File: src/rtl/haar_pkg.sv
// Shared types and reference arithmetic for the integer Haar (S-transform)
// row and column passes. Default pixel width and the forward/inverse pair
// functions live here so every stage and checker agrees on the rounding.
package haar_pkg;

  // Default pixel width used by the typedefs and helper functions below.
  localparam int DEFAULT_DATA_W = 8;

  typedef logic [DEFAULT_DATA_W-1:0]      pixel_t;
  typedef logic signed [DEFAULT_DATA_W:0] detail_t;

  // Coefficient pair: approximation s and signed detail d.
  typedef struct packed {
    pixel_t  s;
    detail_t d;
  } coef_t;

  // Reconstructed pixel pair.
  typedef struct packed {
    pixel_t a;
    pixel_t b;
  } pair_t;

  // Row-stream FSM encoding: waiting for the first or second pixel of a pair.
  localparam logic [0:0] ST_FIRST  = 1'b0;
  localparam logic [0:0] ST_SECOND = 1'b1;

  // Forward lifting step: d = a - b, s = b + floor(d/2) == floor((a+b)/2).
  function automatic coef_t haar_fwd(input pixel_t a, input pixel_t b);
    coef_t   res;
    detail_t d;
    d     = $signed({1'b0, a}) - $signed({1'b0, b});
    res.d = d;
    res.s = pixel_t'($signed({1'b0, b}) + (d >>> 1));
    return res;
  endfunction

  // Inverse lifting step: b = s - floor(d/2), a = d + b.
  function automatic pair_t haar_inv(input pixel_t s, input detail_t d);
    pair_t   res;
    detail_t b_full;
    b_full = $signed({1'b0, s}) - (d >>> 1);
    res.b  = pixel_t'(b_full);
    res.a  = pixel_t'(d + b_full);
    return res;
  endfunction

endpackage

File: src/rtl/haar_lift_pair.sv
// Combinational forward S-transform of one pixel pair (a, b) -> (s, d).
// Purely arithmetic so the column pass can reuse it unchanged.
module haar_lift_pair
  import haar_pkg::*;
#(
  parameter int DATA_W = DEFAULT_DATA_W
) (
  input  logic [DATA_W-1:0]      a,
  input  logic [DATA_W-1:0]      b,
  output logic [DATA_W-1:0]      s,
  output logic signed [DATA_W:0] d
);

  typedef logic [DATA_W-1:0] pix_t;

  // Detail is the exact difference; one extra bit keeps it lossless.
  assign d = $signed({1'b0, a}) - $signed({1'b0, b});

  // b + floor(d/2) always lands in [0, 2^DATA_W-1], so truncation is exact.
  assign s = pix_t'($signed({1'b0, b}) + (d >>> 1));

endmodule

File: src/rtl/haar_row_stream.sv
// Streaming row pass of the integer Haar wavelet: pairs consecutive pixels,
// emits one (s, d) coefficient pair per pair with valid/ready on both sides,
// marks the last pair of each row and pulses row_done after it is taken.
// Optional feature: define HAAR_ZCOUNT_EN to add the zero_cnt output, which
// counts zero-detail pairs per row.
module haar_row_stream
  import haar_pkg::*;
#(
  parameter int DATA_W = DEFAULT_DATA_W,
  parameter int LENGTH = 256
) (
  input  logic                   clk,
  input  logic                   resetn,
  input  logic                   abort,
  input  logic                   in_valid,
  output logic                   in_ready,
  input  logic [DATA_W-1:0]      in_data,
  output logic                   out_valid,
  input  logic                   out_ready,
  output logic [DATA_W-1:0]      out_s,
  output logic signed [DATA_W:0] out_d,
  output logic                   out_last,
  output logic                   row_done
`ifdef HAAR_ZCOUNT_EN
  ,
  output logic [$clog2(LENGTH/2+1)-1:0] zero_cnt
`endif
);

  localparam int                CNT_W   = $clog2(LENGTH);
  localparam logic [CNT_W-1:0]  CNT_MAX = CNT_W'(LENGTH - 1);

  logic [0:0]              state_reg;
  logic [DATA_W-1:0]       a_reg;
  logic [CNT_W-1:0]        cnt_reg;
  logic                    out_valid_reg;
  logic [DATA_W-1:0]       s_reg;
  logic signed [DATA_W:0]  d_reg;
  logic                    last_reg;
  logic                    row_done_reg;

  logic                    in_fire;
  logic                    out_fire;
  logic                    pair_load;
  logic                    cnt_wrap;
  logic [DATA_W-1:0]       lift_s;
  logic signed [DATA_W:0]  lift_d;

  // Second pixel may only be taken when the output slot is free or draining.
  assign in_ready  = !abort && ((state_reg == ST_FIRST) || !out_valid_reg || out_ready);
  assign in_fire   = in_valid && in_ready;
  assign out_fire  = out_valid_reg && out_ready;
  assign pair_load = in_fire && (state_reg == ST_SECOND);
  assign cnt_wrap  = (cnt_reg == CNT_MAX);

  haar_lift_pair #(
    .DATA_W (DATA_W)
  ) u_lift (
    .a (a_reg),
    .b (in_data),
    .s (lift_s),
    .d (lift_d)
  );

  // Pair-phase FSM, first-pixel latch and per-row pixel counter.
  always_ff @(posedge clk) begin
    if (!resetn) begin
      state_reg <= ST_FIRST;
      cnt_reg   <= '0;
      a_reg     <= '0;
    end else if (abort) begin
      state_reg <= ST_FIRST;
      cnt_reg   <= '0;
    end else if (in_fire) begin
      cnt_reg <= cnt_wrap ? '0 : cnt_reg + CNT_W'(1);
      if (state_reg == ST_FIRST) begin
        a_reg     <= in_data;
        state_reg <= ST_SECOND;
      end else begin
        state_reg <= ST_FIRST;
      end
    end
  end

  // Output register: loads a new pair, holds under backpressure, clears on accept.
  always_ff @(posedge clk) begin
    if (!resetn) begin
      out_valid_reg <= 1'b0;
      s_reg         <= '0;
      d_reg         <= '0;
      last_reg      <= 1'b0;
      row_done_reg  <= 1'b0;
    end else if (abort) begin
      out_valid_reg <= 1'b0;
      last_reg      <= 1'b0;
      row_done_reg  <= 1'b0;
    end else begin
      row_done_reg <= out_fire && last_reg;
      if (pair_load) begin
        out_valid_reg <= 1'b1;
        s_reg         <= lift_s;
        d_reg         <= lift_d;
        last_reg      <= cnt_wrap;
      end else if (out_fire) begin
        out_valid_reg <= 1'b0;
      end
    end
  end

  assign out_valid = out_valid_reg;
  assign out_s     = s_reg;
  assign out_d     = d_reg;
  assign out_last  = last_reg;
  assign row_done  = row_done_reg;

`ifdef HAAR_ZCOUNT_EN
  localparam int ZC_W = $clog2(LENGTH/2+1);

  logic [ZC_W-1:0] zc_reg;
  logic            restart_reg;

  // Zero-detail counter; after a row ends it holds until the next row's
  // first accepted pair, which restarts the count.
  always_ff @(posedge clk) begin
    if (!resetn || abort) begin
      zc_reg      <= '0;
      restart_reg <= 1'b0;
    end else if (out_fire) begin
      if (restart_reg) begin
        zc_reg <= ZC_W'(d_reg == '0);
      end else begin
        zc_reg <= zc_reg + ZC_W'(d_reg == '0);
      end
      restart_reg <= last_reg;
    end
  end

  assign zero_cnt = zc_reg;
`endif

endmodule

File: config.mk
export PLATFORM = sky130hd
export DESIGN_NAME = haar_row_stream
export DESIGN_NICKNAME = d
export VERILOG_FILES = /design/src/rtl/haar_pkg.sv /design/src/rtl/haar_lift_pair.sv /design/src/rtl/haar_row_stream.sv
export SDC_FILE = /design/constraint.sdc
export NUM_CORES = 1
export LEC_CHECK = 0
export ABC_AREA = 1
export ABC_CLOCK_PERIOD_IN_PS = 3900
export BUFFER_PORTS_ARGS = -buffer_cell sky130_fd_sc_hd__buf_2
export CAP_MARGIN = 20
export CORE_AREA = 2 2 70 72
export CTS_CLUSTER_DIAMETER = 50
export DETAILED_ROUTE_END_ITERATION = 16
export DIE_AREA = 0 0 72 74
export GPL_TIMING_DRIVEN = 0
export PLACE_DENSITY_LB_ADDON = 0.08
export SLEW_MARGIN = 30
export SYNTH_ARGS = -nofsm -noshare
export SYNTH_HDL_FRONTEND = slang
export SYNTH_SLANG_ARGS = --single-unit
File: constraint.sdc
create_clock -name clk -period 3.9 [get_ports clk]
set_clock_uncertainty 0.15 [all_clocks]
set_input_delay 0.195 -clock clk [delete_from_list [all_inputs] [get_ports clk]]
set_output_delay 0.195 -clock clk [all_outputs]
set_load 0.01 [all_outputs]
==> impl_metrics.env, run 1 <==
export IMPL_run_status="completed"
export IMPL_critPathLaunch="a_reg[0]$_SDFFE_PN0P_"
export IMPL_antenna_cells=0
export IMPL_slew_limit_headroom_pct=61.33
export IMPL_worst_setup_path_type="reg -> reg"
export IMPL_min_delay_path_class="in -> reg"
export IMPL_grt_start_max_net_pins=12
export IMPL_critical_path_startpoint_type="flop"
export IMPL_post_route_cells_drive_above_1_share_pct=16.01
export IMPL_max_freq_mhz=371.8
export IMPL_grt_antenna_before_repair=0
export IMPL_wirelength_um=4689
export IMPL_cp_required_ns=3.94
export IMPL_netlist_cell_type_count=29
export IMPL_synth_ff_latch_count=37
export IMPL_grt_setup_unrepaired="false"
export IMPL_power_density_nw_per_um2=388.6
export IMPL_crit_path_max_fanout=4
export IMPL_post_layout_instance_area_um2=2466
export IMPL_synthesis_instances=289
export IMPL_clkSinkCount=37
export IMPL_global_route_wire_length_before_repair_um=7776
export IMPL_drt_pre_antenna_iters=6
export IMPL_cts_inserted_buffers=5
export IMPL_first_iter_violations=68
export IMPL_die_width_um=72
export IMPL_sequential_share_of_the_synthesized_area_pct=35.15
export IMPL_post_drt_wl_per_cell_um=12.18
export IMPL_postCtsSetupRepairBufs=0
export IMPL_clock_latency_on_the_worst_skew_pair_ns=0.29
export IMPL_yosysWarnings=0
export IMPL_dp_hpwl_um=3552
export IMPL_postSynthNetCount=321
export IMPL_switching_share_pct=28.72
export IMPL_syn_mean_instance_area_um2=7.291
export IMPL_core_area_um2=4598
export IMPL_post_placement_cell_area_um2=2340
export IMPL_floorplan_initialDensity_pct=45.82
export IMPL_crit_path_max_incr_delay_ns=0.40
export IMPL_hold_worst_slack_ns=0.02675
export IMPL_final_setup_viol_count=0
export IMPL_r2r_start="a_reg[0]$_SDFFE_PN0P_"
export IMPL_mappedNetlistArea_um2=2107
export IMPL_arrival_worst_endpoint_ns=2.73
export IMPL_post_place_ws_ns=1.199
export IMPL_tritoncts="built"
export IMPL_sequentialPowerShare_pct=40.9
export IMPL_die_area_um2=5328
export IMPL_worst_slew_pin_slew_ns=0.5779
export IMPL_clkTransAtPathRegs_ns=0.08
export IMPL_p_sw_mw=0.2752
export IMPL_cp_common_cell="sky130_fd_sc_hd__nand2_1"
export IMPL_htreeDepth=2
export IMPL_areaGrowthSynthToFinish_pct=17.04
export IMPL_drv_cap=0
export IMPL_final_max_slew_viol_count=0
export IMPL_power_internal_mw=0.6831
export IMPL_post_route_period_util_pct=68.96
export IMPL_clock_path_buffers=2
export IMPL_final_nets=362
export IMPL_placement_io_buffers=33
export IMPL_core_rowCount=25
export IMPL_vias_in_the_first_global_route=1753
export IMPL_cell_chain_of_the_critical_path="inv_1, ha_1, inv_1, fa_1, nand2_1, nand2_1, and2_1, xor2_1, ha_1, a21oi_1, nand2_1, nand2_1, nand2_1, xor2_1, o21ai_0, inv_1"
export IMPL_fin_crit_ns=2.689
export IMPL_avgViaCountPerCell=4.914
export IMPL_route_antenna_remaining_nets=0
export IMPL_setup_tns_final_ns=0
export IMPL_dieHeight_um=74
export IMPL_p_comb_share_pct=22.6
export IMPL_top_level_ports=34
export IMPL_cts_root_buffer_cell="sky130_fd_sc_hd__clkbuf_8"
export IMPL_remaining_drc_errors=0
export IMPL_cellLeakagePower_nw=1.292
export IMPL_grt_util_all_layers_pct=18.96
export IMPL_clock_power_share_pct=36.5
export IMPL_vdd_ir_drop_worst_uv=239.0
export IMPL_grt_overflow_total=0
export IMPL_largest_register_ffs=9
export IMPL_crit_path_end_kind="flop"
export IMPL_timing_hold_violations_final=0
export IMPL_critPathSlowestCell="sky130_fd_sc_hd__fa_1"
export IMPL_hold_start="in_data[2]"
export IMPL_via_count=1892
export IMPL_gp_congestion=0.8771
export IMPL_final_setup_worst_slack_ns=1.211
==> Yosys cell counts, drive strengths merged <==
| master | n | area [um2] |
|---|---|---|
| nand2 | 61 | 231.5 |
| inv | 42 | 160.1 |
| dfxtp | 37 | 740.7 |
| a21oi | 31 | 155.2 |
| nand3 | 22 | 115.1 |
| nor2 | 20 | 75.07 |
| o21ai | 20 | 103.9 |
| ha | 17 | 212.7 |
| xor2 | 7 | 61.31 |
| o21a | 6 | 45.04 |
| buf | 5 | 41.29 |
| nor3 | 4 | 25.02 |
| xnor2 | 3 | 26.28 |
| a31oi | 2 | 12.51 |
| clkbuf | 2 | 7.510 |
| fa | 2 | 40.04 |
| nand4 | 2 | 12.51 |
| or2 | 2 | 12.51 |
| a21o | 1 | 7.510 |
| and2 | 1 | 6.260 |
| nor3b | 1 | 7.510 |
| o21bai | 1 | 7.510 |
==> layer usage <==
layer / GRT usage [%] / up-vias / routed length, um
met5: 0 / - / 0
met4: 6.918 / 0 / 72
met3: 3.794 / 7 / 233
met2: 30.04 / 45 / 2022
met1: 25.86 / 821 / 2360
li1: - / 1019 / -
==> final timing paths <==
check / cells past startpoint / to / slack [ns]
max reg2reg: 16 / out_s[6]$_SDFFE_PN0P_ / 1.21
min reg2reg: 2 / out_d[2]$_SDFFE_PN0P_ / 0.31
min: 3 / a_reg[2]$_SDFFE_PN0P_ / 0.03
max: 16 / out_s[6]$_SDFFE_PN0P_ / 1.21
==> kinds of logic after synthesis <==
| family | count (synthesis) | synth area share (%) |
|---|---|---|
| xor gates and xnor gates | 10 | 4.157 |
| and+or+nand+nor | 113 | 23.04 |
| buffers and inverters | 49 | 9.917 |
| adders and majority gates | 19 | 12.00 |
| DFF | 37 | 35.15 |
| AOI/OAI and AO/OA | 61 | 15.74 |
==> area by class of cell <==
type	count	area [um2]
fill	481	2132
multi-input combinational	203	1157
sequential	37	740.7
timing repair buffer	34	175.2
inverter	42	160.2
clock buffer	7	86.33
tap	54	67.56
buffer	7	48.80
clock inverter	1	30.03
==> critical path: cells and delay by family (launching register included) <==
family,cells,cell delay [ns]
buffers and inverters,3,0.16
AO/OA/AOI/OAI,2,0.30
AND/OR/NAND/NOR,6,0.52
XOR/XNOR,2,0.28
flip-flops,1,0.31
adder cells (fa/ha/maj),3,0.86
==> power groups by stage <==
stage / clock network [mW] / registers (mW) / logic [mW]
2_1_floorplan: 0 / 0.401 / 0.166
3_3_place_gp: 0 / 0.401 / 0.214
3_5_place_dp: 0 / 0.401 / 0.216
4_1_cts: 0.363 / 0.392 / 0.218
5_1_grt: 0.373 / 0.393 / 0.250
6_report: 0.349 / 0.392 / 0.217
==> what timing repair did <==
| item | 4_1_cts | 5_1_grt |
|---|---|---|
| hold buffers | 1 | 0 |
| gates resized for setup | 0 | 0 |
| hold endpoints to repair | 1 | 0 |
| setup endpoints to repair | 0 | 0 |
==> cell usage in the layout, fill, tap and decap left out, drive strengths merged, types with 7 or more instances in the layout <==
cell,count
a21oi,31
buf,38
clkbuf,9
dfxtp,37
ha,17
inv,42
nand2,61
nand3,22
nor2,20
o21ai,20
xor2,7
==> stage by stage <==
step                      std cells  power, mW  util (%)
after floorplan                 289     0.5668         -
after global placement          376     0.6147     50.88
after detailed placement        376     0.6170     50.88
after CTS                       385     0.9736     53.63
after global routing            385      1.016     53.63
final                           385     0.9583     53.63
No activity file was read; power rests on OpenSTA's default activity.
==> run 2, diff against run 1 <==
ABC_AREA = 0   (was 1)
ABC_CLOCK_PERIOD_IN_PS = 2800   (was 3900)
clock period = 2.8 ns   (was 3.9 ns; I/O delays follow)
==> impl_metrics.env, run 2 <==
export IMPL_worst_setup_path_type="reg -> reg"
export IMPL_floorplan_initialDensity_pct=45.58
export IMPL_postSynthNetCount=283
export IMPL_vdd_ir_drop_worst_uv=246.1
export IMPL_clkSinkCount=37
export IMPL_avgViaCountPerCell=5.325
export IMPL_vias_in_the_first_global_route=1620
export IMPL_sequential_share_of_the_synthesized_area_pct=35.34
export IMPL_core_rowCount=25
export IMPL_clkTransAtPathRegs_ns=0.08
export IMPL_synth_edff_count=0
export IMPL_areaGrowthSynthToFinish_pct=26.15
export IMPL_min_delay_path_class="in -> reg"
export IMPL_cts_root_buffer_cell="sky130_fd_sc_hd__clkbuf_8"
export IMPL_grt_overflow_total=0
export IMPL_r2r_start="a_reg[0]$_SDFFE_PN0P_"
export IMPL_final_nets=337
export IMPL_grt_util_all_layers_pct=19.51
export IMPL_dp_hpwl_um=3470
export IMPL_wirelength_um=5017
export IMPL_core_area_um2=4598
export IMPL_grt_antenna_before_repair=0
export IMPL_dominantRegCellSynth="sky130_fd_sc_hd__dfxtp_1"
export IMPL_via_count=1917
export IMPL_tritoncts="built"
export IMPL_grt_setup_unrepaired="true"
export IMPL_htreeDepth=2
export IMPL_antenna_cells=0
export IMPL_post_route_cells_drive_above_1_share_pct=24.84
export IMPL_clock_path_buffers=2
export IMPL_post_placement_cell_area_um2=2344
export IMPL_synth_area_top_cells="sky130_fd_sc_hd__dfxtp_1 35%, sky130_fd_sc_hd__ha_1 10%, sky130_fd_sc_hd__a21oi_1 6.9%, sky130_fd_sc_hd__nand2_1 6.1%, sky130_fd_sc_hd__xnor2_1 5.0%"
export IMPL_mappedNetlistArea_um2=2096
export IMPL_max_freq_mhz=336.2
export IMPL_hold_worst_slack_ns=0.05354
export IMPL_drt_pre_antenna_iters=4
export IMPL_post_synth_top_count_cell="sky130_fd_sc_hd__dfxtp_1"
export IMPL_clock_latency_on_the_worst_skew_pair_ns=0.30
export IMPL_crit_path_max_fanout=4
export IMPL_post_layout_instance_area_um2=2644
export IMPL_die_width_um=72
export IMPL_drv_cap=0
export IMPL_critPathLaunch="a_reg[0]$_SDFFE_PN0P_"
export IMPL_placement_io_buffers=32
export IMPL_synth_ff_latch_count=37
export IMPL_final_setup_viol_count=2
export IMPL_post_drt_wl_per_cell_um=13.94
export IMPL_final_max_slew_viol_count=0
export IMPL_synth_top_cell_area_share_pct=35.34
export IMPL_final_setup_worst_slack_ns=-0.1742
export IMPL_run_status="finished, violations left"
export IMPL_worst_slew_pin_slew_ns=0.6110
export IMPL_arrival_worst_endpoint_ns=3.01
export IMPL_gp_congestion=0.7385
export IMPL_synth_commonest_cells="37 x sky130_fd_sc_hd__dfxtp_1, 34 x sky130_fd_sc_hd__nand2_1, 29 x sky130_fd_sc_hd__a21oi_1, 20 x sky130_fd_sc_hd__nor2_1, 17 x sky130_fd_sc_hd__ha_1"
export IMPL_slew_limit_headroom_pct=59.26
export IMPL_yosysWarnings=0
export IMPL_global_route_wire_length_before_repair_um=7872
export IMPL_power_density_nw_per_um2=494.6
export IMPL_dieHeight_um=74
export IMPL_cts_inserted_buffers=5
export IMPL_p_total_mw=1.308
export IMPL_setup_tns_final_ns=-0.2988
export IMPL_synthesis_instances=251
export IMPL_most_common_layout_cells="36 x sky130_fd_sc_hd__buf_2, 35 x sky130_fd_sc_hd__dfxtp_1, 34 x sky130_fd_sc_hd__nand2_1"
export IMPL_cellLeakagePower_nw=1.102
export IMPL_layout_commonest_cell="sky130_fd_sc_hd__buf_2"
export IMPL_die_area_um2=5328
export IMPL_timing_hold_violations_final=0
export IMPL_critical_path_startpoint_type="flop"
export IMPL_netlist_cell_type_count=40
export IMPL_violated_checks="negative setup slack"
export IMPL_synth_top_cell_by_area="sky130_fd_sc_hd__dfxtp_1"
export IMPL_cp_required_ns=2.83
export IMPL_fin_crit_ns=2.974
export IMPL_route_antenna_remaining_nets=0
export IMPL_remaining_drc_errors=0
export IMPL_hold_start="in_data[0]"
export IMPL_top_level_ports=34
export IMPL_post_route_period_util_pct=106.2
export IMPL_crit_path_end_kind="flop"
export IMPL_syn_mean_instance_area_um2=8.350
export IMPL_synth_async_sr_flop_share_pct=0
export IMPL_largest_register_ffs=9
export IMPL_worst_r2r_setup_slack_ns=-0.17
export IMPL_first_iter_violations=91
export IMPL_grt_start_max_net_pins=12
## run 2: changes by cell type after synthesis, sizes merged, moves of 5 or more
cell / delta
o21ai: -5
o21a: -5
a211oi: +6
inv: -31
nand2: -27
nand3: -13
xnor2: +9
o211ai: +6
## run 2: cell type report
type                    instances  area, um2
fillers                       442       1954
multi-input cells             194       1355
flip-flops and latches         37      743.2
repair buffers                 47      292.8
clock buffers                   7      96.34
well taps                      54      67.56
plain buffers                   9      42.54
inverters                      11      41.29
clock inverters                 1      5.005
## run 2: where the power goes
part	total (mW)	switching (mW)	internal (mW)
combinational	0.343	0.179	0.165
clock	0.422	0.200	0.223
sequential	0.542	0.00563	0.536
total	1.31	0.384	0.924
## run 2: stage by stage
step / cells / worst slack (ns) / util [%]
3_5_place_dp: 337 / -0.2434 / 50.97
6_report: 360 / -0.1742 / 57.50
5_1_grt: 360 / -0.2798 / 57.50
2_1_floorplan: 251 / 0.01896 / -
3_3_place_gp: 337 / -0.2419 / 50.97
4_1_cts: 353 / -0.1195 / 55.78
## run 2: worst paths after layout
kind / endpoint / depth (start not counted)
worst min-delay path: a_reg[0]$_SDFFE_PN0P_ / 3
worst min register to register: out_s[3]$_SDFFE_PN0P_ / 2
worst max-delay path: out_s[7]$_SDFFE_PN0P_ / 14
worst max register to register: out_s[7]$_SDFFE_PN0P_ / 14
## run 2: what timing repair did
action,CTS,global route
hold buffers,8,0
setup buffers,0,7
pin swaps,0,11
resized for setup,11,6
endpoints found under the setup margin,3,3
hold endpoints to repair,8,0
gates cloned,0,0
## run 2: critical path, cell delays in order, from the launching register on
cell and delay [ns]:
sky130_fd_sc_hd__dfxtp_2 0.33, sky130_fd_sc_hd__inv_2 0.06, sky130_fd_sc_hd__ha_4 0.13, sky130_fd_sc_hd__inv_2 0.04, sky130_fd_sc_hd__fa_2 0.40, sky130_fd_sc_hd__a211oi_2 0.27
sky130_fd_sc_hd__o21bai_1 0.11, sky130_fd_sc_hd__a21oi_2 0.18, sky130_fd_sc_hd__xnor2_2 0.12, sky130_fd_sc_hd__ha_2 0.21, sky130_fd_sc_hd__a21oi_4 0.19, sky130_fd_sc_hd__o211ai_1 0.13
sky130_fd_sc_hd__a221oi_2 0.31, sky130_fd_sc_hd__xnor2_1 0.15, sky130_fd_sc_hd__a21oi_1 0.08
## run 2: kinds of logic (layout without fill, tap and decap cells)
group	count (synthesis)	after routing	share of synthesized area [%]
xor gates and xnor gates	18	18	7.522
buffers and inverters	20	75	4.000
muxes	1	1	0.4776
and+or+nand+nor	87	87	19.70
adders and majority gates	19	19	12.06
AOI/OAI and AO/OA	69	69	20.90
DFF	37	37	35.34
## run 2: layer usage
layer	track usage (%)	part of all wire (%)
met1	26.42	50
met3	4.065	3.6
met4	6.918	1.4
met2	31.07	45
met5	0	0
